### src/rtl/supersaw_voice_alloc.sv
// Polyphonic voice allocator: scans all voices once per event, then commits a
// retrigger, free-voice or oldest-voice-steal assignment to pitch/note/gate state.
module supersaw_voice_alloc #(
  parameter int NUM_VOICES = 4,
  parameter int NOTE_W     = 7,
  parameter int PITCH_W    = 16,
  parameter int AGE_W      = 8
) (
  input  logic                          clk,
  input  logic                          resetn,
  input  logic                          ev_valid,
  output logic                          ev_ready,
  input  logic                          ev_on,
  input  logic [NOTE_W-1:0]             ev_note,
  input  logic [PITCH_W-1:0]            ev_pitch,
  input  logic                          panic,
  output logic [NUM_VOICES*PITCH_W-1:0] voice_pitch,
  output logic [NUM_VOICES*NOTE_W-1:0]  voice_note,
  output logic [NUM_VOICES-1:0]         voice_gate,
  output logic                          steal_pulse
);

  localparam int IDX_W = (NUM_VOICES > 1) ? $clog2(NUM_VOICES) : 1;
  localparam logic [IDX_W-1:0] LAST_IDX = IDX_W'(NUM_VOICES - 1);

  typedef enum logic [1:0] {S_IDLE, S_SCAN, S_COMMIT} state_t;

  state_t               r_state, w_state_nxt;
  logic                 w_accept;

  logic [IDX_W-1:0]     r_idx;
  logic                 r_match_vld, r_free_vld, r_old_vld;
  logic [IDX_W-1:0]     r_match_idx, r_free_idx, r_old_idx;
  logic [AGE_W-1:0]     r_old_age;

  logic                 r_ev_on;
  logic [NOTE_W-1:0]    r_ev_note;
  logic [PITCH_W-1:0]   r_ev_pitch;

  logic [NUM_VOICES-1:0] r_gate;
  logic [NOTE_W-1:0]     r_note  [NUM_VOICES];
  logic [PITCH_W-1:0]    r_pitch [NUM_VOICES];
  logic [AGE_W-1:0]      r_age   [NUM_VOICES];
  logic                  r_steal;

  logic                 w_cur_gate;
  logic [NOTE_W-1:0]    w_cur_note;
  logic [AGE_W-1:0]     w_cur_age;
  logic                 w_tgt_vld;
  logic [IDX_W-1:0]     w_tgt_idx;
  logic                 w_steal;

  function automatic logic [AGE_W-1:0] age_inc_sat(input logic [AGE_W-1:0] a);
    if (a == {AGE_W{1'b1}}) return a;
    return a + AGE_W'(1);
  endfunction

  assign ev_ready = (r_state == S_IDLE) && !panic;

  always_comb begin
    w_state_nxt = r_state;
    w_accept    = 1'b0;
    case (r_state)
      S_IDLE: begin
        if (ev_valid && ev_ready) begin
          w_accept    = 1'b1;
          w_state_nxt = S_SCAN;
        end
      end
      S_SCAN:   if (r_idx == LAST_IDX) w_state_nxt = S_COMMIT;
      S_COMMIT: w_state_nxt = S_IDLE;
      default:  w_state_nxt = S_IDLE;
    endcase
    if (panic) w_state_nxt = S_IDLE;
  end

  always_ff @(posedge clk or negedge resetn) begin
    if (!resetn) r_state <= S_IDLE;
    else         r_state <= w_state_nxt;
  end

  // Event fields are captured on accept so later ev_* changes cannot leak in.
  always_ff @(posedge clk) begin
    if (w_accept) begin
      r_ev_on    <= ev_on;
      r_ev_note  <= ev_note;
      r_ev_pitch <= ev_pitch;
    end
  end

  assign w_cur_gate = r_gate[r_idx];
  assign w_cur_note = r_note[r_idx];
  assign w_cur_age  = r_age[r_idx];

  always_ff @(posedge clk or negedge resetn) begin
    if (!resetn) begin
      r_idx       <= '0;
      r_match_vld <= 1'b0;
      r_match_idx <= '0;
      r_free_vld  <= 1'b0;
      r_free_idx  <= '0;
      r_old_vld   <= 1'b0;
      r_old_idx   <= '0;
      r_old_age   <= '0;
    end else if (w_accept) begin
      r_idx       <= '0;
      r_match_vld <= 1'b0;
      r_free_vld  <= 1'b0;
      r_old_vld   <= 1'b0;
      r_old_age   <= '0;
    end else if (r_state == S_SCAN) begin
      r_idx <= r_idx + IDX_W'(1);
      if (w_cur_gate && (w_cur_note == r_ev_note)) begin
        r_match_vld <= 1'b1;
        r_match_idx <= r_idx;
      end
      if (!w_cur_gate && !r_free_vld) begin
        r_free_vld <= 1'b1;
        r_free_idx <= r_idx;
      end
      // Strict greater-than keeps the lowest index on equal ages.
      if (w_cur_gate && (!r_old_vld || (w_cur_age > r_old_age))) begin
        r_old_vld <= 1'b1;
        r_old_idx <= r_idx;
        r_old_age <= w_cur_age;
      end
    end
  end

  always_comb begin
    w_tgt_vld = 1'b0;
    w_tgt_idx = '0;
    w_steal   = 1'b0;
    if (r_ev_on) begin
      if (r_match_vld) begin
        w_tgt_vld = 1'b1;
        w_tgt_idx = r_match_idx;
      end else if (r_free_vld) begin
        w_tgt_vld = 1'b1;
        w_tgt_idx = r_free_idx;
      end else if (r_old_vld) begin
        w_tgt_vld = 1'b1;
        w_tgt_idx = r_old_idx;
        w_steal   = 1'b1;
      end
    end
  end

  // Commit stage: panic overrides any pending commit.
  always_ff @(posedge clk or negedge resetn) begin
    if (!resetn) begin
      r_gate  <= '0;
      r_steal <= 1'b0;
      for (int v = 0; v < NUM_VOICES; v++) begin
        r_note[v]  <= '0;
        r_pitch[v] <= '0;
        r_age[v]   <= '0;
      end
    end else begin
      r_steal <= 1'b0;
      if (panic) begin
        r_gate <= '0;
        for (int v = 0; v < NUM_VOICES; v++) r_age[v] <= '0;
      end else if (r_state == S_COMMIT) begin
        if (r_ev_on) begin
          r_steal <= w_steal;
          for (int v = 0; v < NUM_VOICES; v++) begin
            if (w_tgt_vld && (IDX_W'(v) == w_tgt_idx)) begin
              r_gate[v]  <= 1'b1;
              r_note[v]  <= r_ev_note;
              r_pitch[v] <= r_ev_pitch;
              r_age[v]   <= '0;
            end else if (r_gate[v]) begin
              r_age[v] <= age_inc_sat(r_age[v]);
            end
          end
        end else if (r_match_vld) begin
          r_gate[r_match_idx] <= 1'b0;
        end
      end
    end
  end

  always_comb begin
    voice_pitch = '0;
    voice_note  = '0;
    for (int v = 0; v < NUM_VOICES; v++) begin
      voice_pitch[v*PITCH_W +: PITCH_W] = r_pitch[v];
      voice_note[v*NOTE_W +: NOTE_W]    = r_note[v];
    end
  end

  assign voice_gate  = r_gate;
  assign steal_pulse = r_steal;

endmodule

### config.mk
export PLATFORM = sky130hd
export DESIGN_NAME = supersaw_voice_alloc
export DESIGN_NICKNAME = d
export VERILOG_FILES = /design/src/rtl/supersaw_voice_alloc.sv
export SDC_FILE = /design/constraint.sdc
export NUM_CORES = 1
export LEC_CHECK = 0
export BUFFER_PORTS_ARGS = -buffer_cell sky130_fd_sc_hd__buf_2
export CAP_MARGIN = 20
export CORE_ASPECT_RATIO = 1.2
export CORE_MARGIN = 2
export CORE_UTILIZATION = 35
export DETAILED_ROUTE_END_ITERATION = 8
export GPL_TIMING_DRIVEN = 0
export SYNTH_ARGS = -nofsm -noshare
export SYNTH_HDL_FRONTEND = slang
export SYNTH_SLANG_ARGS = --single-unit
### constraint.sdc
create_clock -name clk -period 3.85 [get_ports clk]
set_clock_uncertainty 0.15 [all_clocks]
set_input_delay 0 -clock clk [delete_from_list [all_inputs] [get_ports clk]]
set_output_delay 0 -clock clk [all_outputs]
set_load 0.02 [all_outputs]
==> metrics.md <==
| Metric | Value |
|---|---|
| Worst endpoint data arrival time | ~3.6 ns |
| Area of the placeable core | 0.02252 mm2 |
| Maximum number of buffers from clock root to sink | 2 |
| Average cell area after synthesis | roughly 13 um2 |
| Ys flop type | dfrtp_1 |
| Post-cts sizing count | 0 |
| Required arrival time at the worst endpoint | between 4 and 5 ns |
| Cell type contributing the most total cell area after synthesis | dfrtp_1 |
| Detail-routed net length per standard cell | ~18 um |
| Cell area after synthesis | ~0.008 mm2 |
| Number of distinct library cells after synthesis | just over 70 |
| Sinks on the clock net | between 150 and 200 |
| Path type of the worst min-delay path | input pin to flop |
| Largest cells by area after synthesis | dfrtp_1 47%, mux2_2 11%, edfxtp_1 8.9% |
| Most used routing layer | met2 |
| Initial core utilization | 35.81% |
| Die Height | roughly 170 um |
| Area Overhead vs Synth | 24.02% |
| Routed Antenna Nets | 0 |
| Worst min-delay path startpoint | ev_pitch[10] |
| Total grt overflow | 0 |
| Transition time of the tightest slew-check pin | 0.8771 ns |
| Tcrit/Tclk final | about nine tenths |
| Total power density per cell area | 435.8 mW/mm2 |
| Number of synthesized flops with an enable pin | 24 |
| Total count of hold-check failures in the final report | 0 |
| Worst IR Drop VDD | ~0.34 mV |
| RSZ-0062 raised after global routing | false |
| Category of the most critical setup path | flop to flop |
| Length of the first detailed-routing pass in iterations | 4 |
| Launching element type of the critical path | flop |
| Number of placement rows | 60 |
| Crit path capture type | flop |
| Number of DRC violations after detailed-routing iteration 0 | between 300 and 400 |
| Placed wire-length estimate after detailed placement | about 14000 um |
| Critical path startpoint | r_idx[1] |
| Number of synthesized register bits | approximately 170 |
| Horizontal die dimension | 142.6 um |
| DR DRC count | 0 |
| Beginning of the worst register-to-register path | r_idx[1] |
| Top achievable clock speed | slightly below 300 MHz |
| Worst relative slew slack | 41.31% |
| Final slew viol count | 0 |
| Synth cell count leaders | 150 x dfrtp_1, 81 x mux2_2, 43 x nand2_1 |
| Min Clock Period, post-route | around 3.4 ns |
| Inserted Diodes | 0 |
| Pin count of the biggest net entering global routing | between 100 and 150 |
| Fraction of synthesized cell area taken by the top area cell type | about 47% |
| Clock transition at the registers of the reported paths | ~0.080 ns |
| Share of post-route cells with drive strength above 1 | around 35% |
| Cts bufs inserted | 17 |
| Die Outline Area | 0.02428 mm2 |
| Largest fanout on the critical path | 19 |
| Post-CTS setup buffer count | 0 |
| Antenna violations before repair | 0 |
| Static Leak | 4.909 nW |
| R2R Setup Slk | around 0.45 ns |
| Max-cap violations | 0 |
| Avg Vias per Cell | 5.203 |
| Clock tree root buffer cell | clkbuf_16 |
| Final weighted congestion in routability-driven placement | 0.8245 |
| Fraction of synthesis flops using an asynchronous set or reset pin | between 80% and 90% |
| Via count of the first global-routing pass | approximately 6000 |
| Worst hold slack across all endpoints | approximately 0.12 ns |
| Wire length of the first global-routing pass | 32600 um |
| Gate Count Post-Synth | 630 |
| Total length of routed wires | 20190 um |
| Total global routing track utilization | between 15 and 20% |
| Port buffer count | about 130 |
| Met2 Resource Use GR | 28.05% |
| H-tree depth | 4 |
| GR Layer Usage met1 | between 20% and 30% |
| Result of the run | complete, no violations |
| Post-Synthesis Net Count | between 600 and 700 |
| Clock latency on the worst-skew pair | between 0.4 and 0.5 ns |
| Final setup viols | 0 |
| Sequential element share of the synthesized area | between 50 and 60% |
| Library cell with the highest instance count after synthesis | dfrtp_1 |
| CTS tree | done |
| Met3 Track Usage GR | around 5.6% |
| Top-level I/O count | 126 |
| Setup_tns | 0 ns |
| Via Count | 5703 |
| NumNets Final | about 850 |
| Synth Warn # | 0 |
[kinds of logic after synthesis]
logic type,count (synthesis),synth area share (%)
simple gates,165,10.71
buf+inv,42,2.560
compound gates,95,8.301
flops,174,55.48
mux,128,19.52
xor+xnor,13,1.412
fa+ha+maj,13,2.017
[final timing paths]
kind	cells past startpoint	endpoint
worst max-delay path	11	r_old_idx[1]
worst min-delay path	2	r_ev_pitch[10]
worst max register to register	11	r_old_idx[1]
worst min register to register	1	voice_pitch[43]
max in group asynchronous	4	voice_pitch[61]
min in group asynchronous	4	r_age[22]
[metal layers]
| layer | vias to the layer above | share of wire [%] | routed length [um] |
|---|---|---|---|
| met5 | - | 0 | 0 |
| met2 | 169 | 47 | 9585 |
| met3 | 30 | 6.9 | 1389 |
| li1 | 2662 | - | - |
| met1 | 2842 | 43 | 8765 |
| met4 | 0 | 2.2 | 446 |
[power by group]
| part | switching [mW] | internal (mW) | leakage (nW) |
|---|---|---|---|
| Clock | 0.851 | 0.878 | 0.286 |
| Combinational | 0.370 | 0.252 | 2.32 |
| Sequential | 0.0634 | 1.94 | 2.31 |
[sequential cells by signal (all words and copies together) (netlist names), 2 cells and up]
register	flops
r_ev_note	7
r_match_idx	2
r_ev_pitch	16
voice_gate	4
r_age	32
r_state	2
r_old_age	8
r_free_idx	2
r_old_idx	2
voice_note	28
voice_pitch	64
r_idx	2
[area by class of cell]
cell class	instances	area, um2
buffer	20	125.1
fill	2109	12520
clock buffer	17	425.4
timing repair buffer	156	991.0
inverter	21	78.83
sequential	174	4474
multi-input combinational	414	3383
tap	279	349.1
clock inverter	15	173.9
[worst max-delay path: stages, from the launching register on]
cell     delay, ns
dfrtp_1       0.36
buf_2         0.27
buf_2         0.50
mux4_2        0.44
ha_1          0.31
nor2b_1       0.13
o21a_1        0.15
o21ai_0       0.14
a21oi_1       0.09
o211a_1       0.21
buf_2         0.20
mux2_1        0.32
[through the flow]
step,worst slack (ns),util (%),cell area (um2),instances,power [mW]
after floorplan,0.7525,-,8064,630,2.433
after global placement,0.1682,40.13,9039,1034,2.642
after detailed placement,0.1627,40.39,9097,1036,2.655
after CTS,0.1453,44.42,10000,1097,4.421
after global routing,0.1860,44.41,10000,1096,4.546
final,0.4454,44.41,10000,1096,4.358
[placed cells by master, fill, tap and decap left out, drive strengths merged, types with 10 or more instances in the layout]
cell type / synthesis / layout
a21oi: 20 / 20
a31oi: 12 / 12
buf: 17 / 145
clkbuf: 4 / 20
dfrtp: 150 / 150
dlygate4sd3: 0 / 28
edfxtp: 24 / 24
ha: 13 / 13
inv: 21 / 28
mux2: 104 / 104
mux2i: 14 / 14
mux4: 10 / 10
nand2: 44 / 44
nand3: 22 / 22
nand4: 11 / 11
nor2: 41 / 41
o21ai: 24 / 24
[what timing repair did]
item	CTS	global route
hold endpoints to repair	178	0
hold buffers	29	0
setup endpoints to repair	0	9
(Power assumes the default switching activity.)
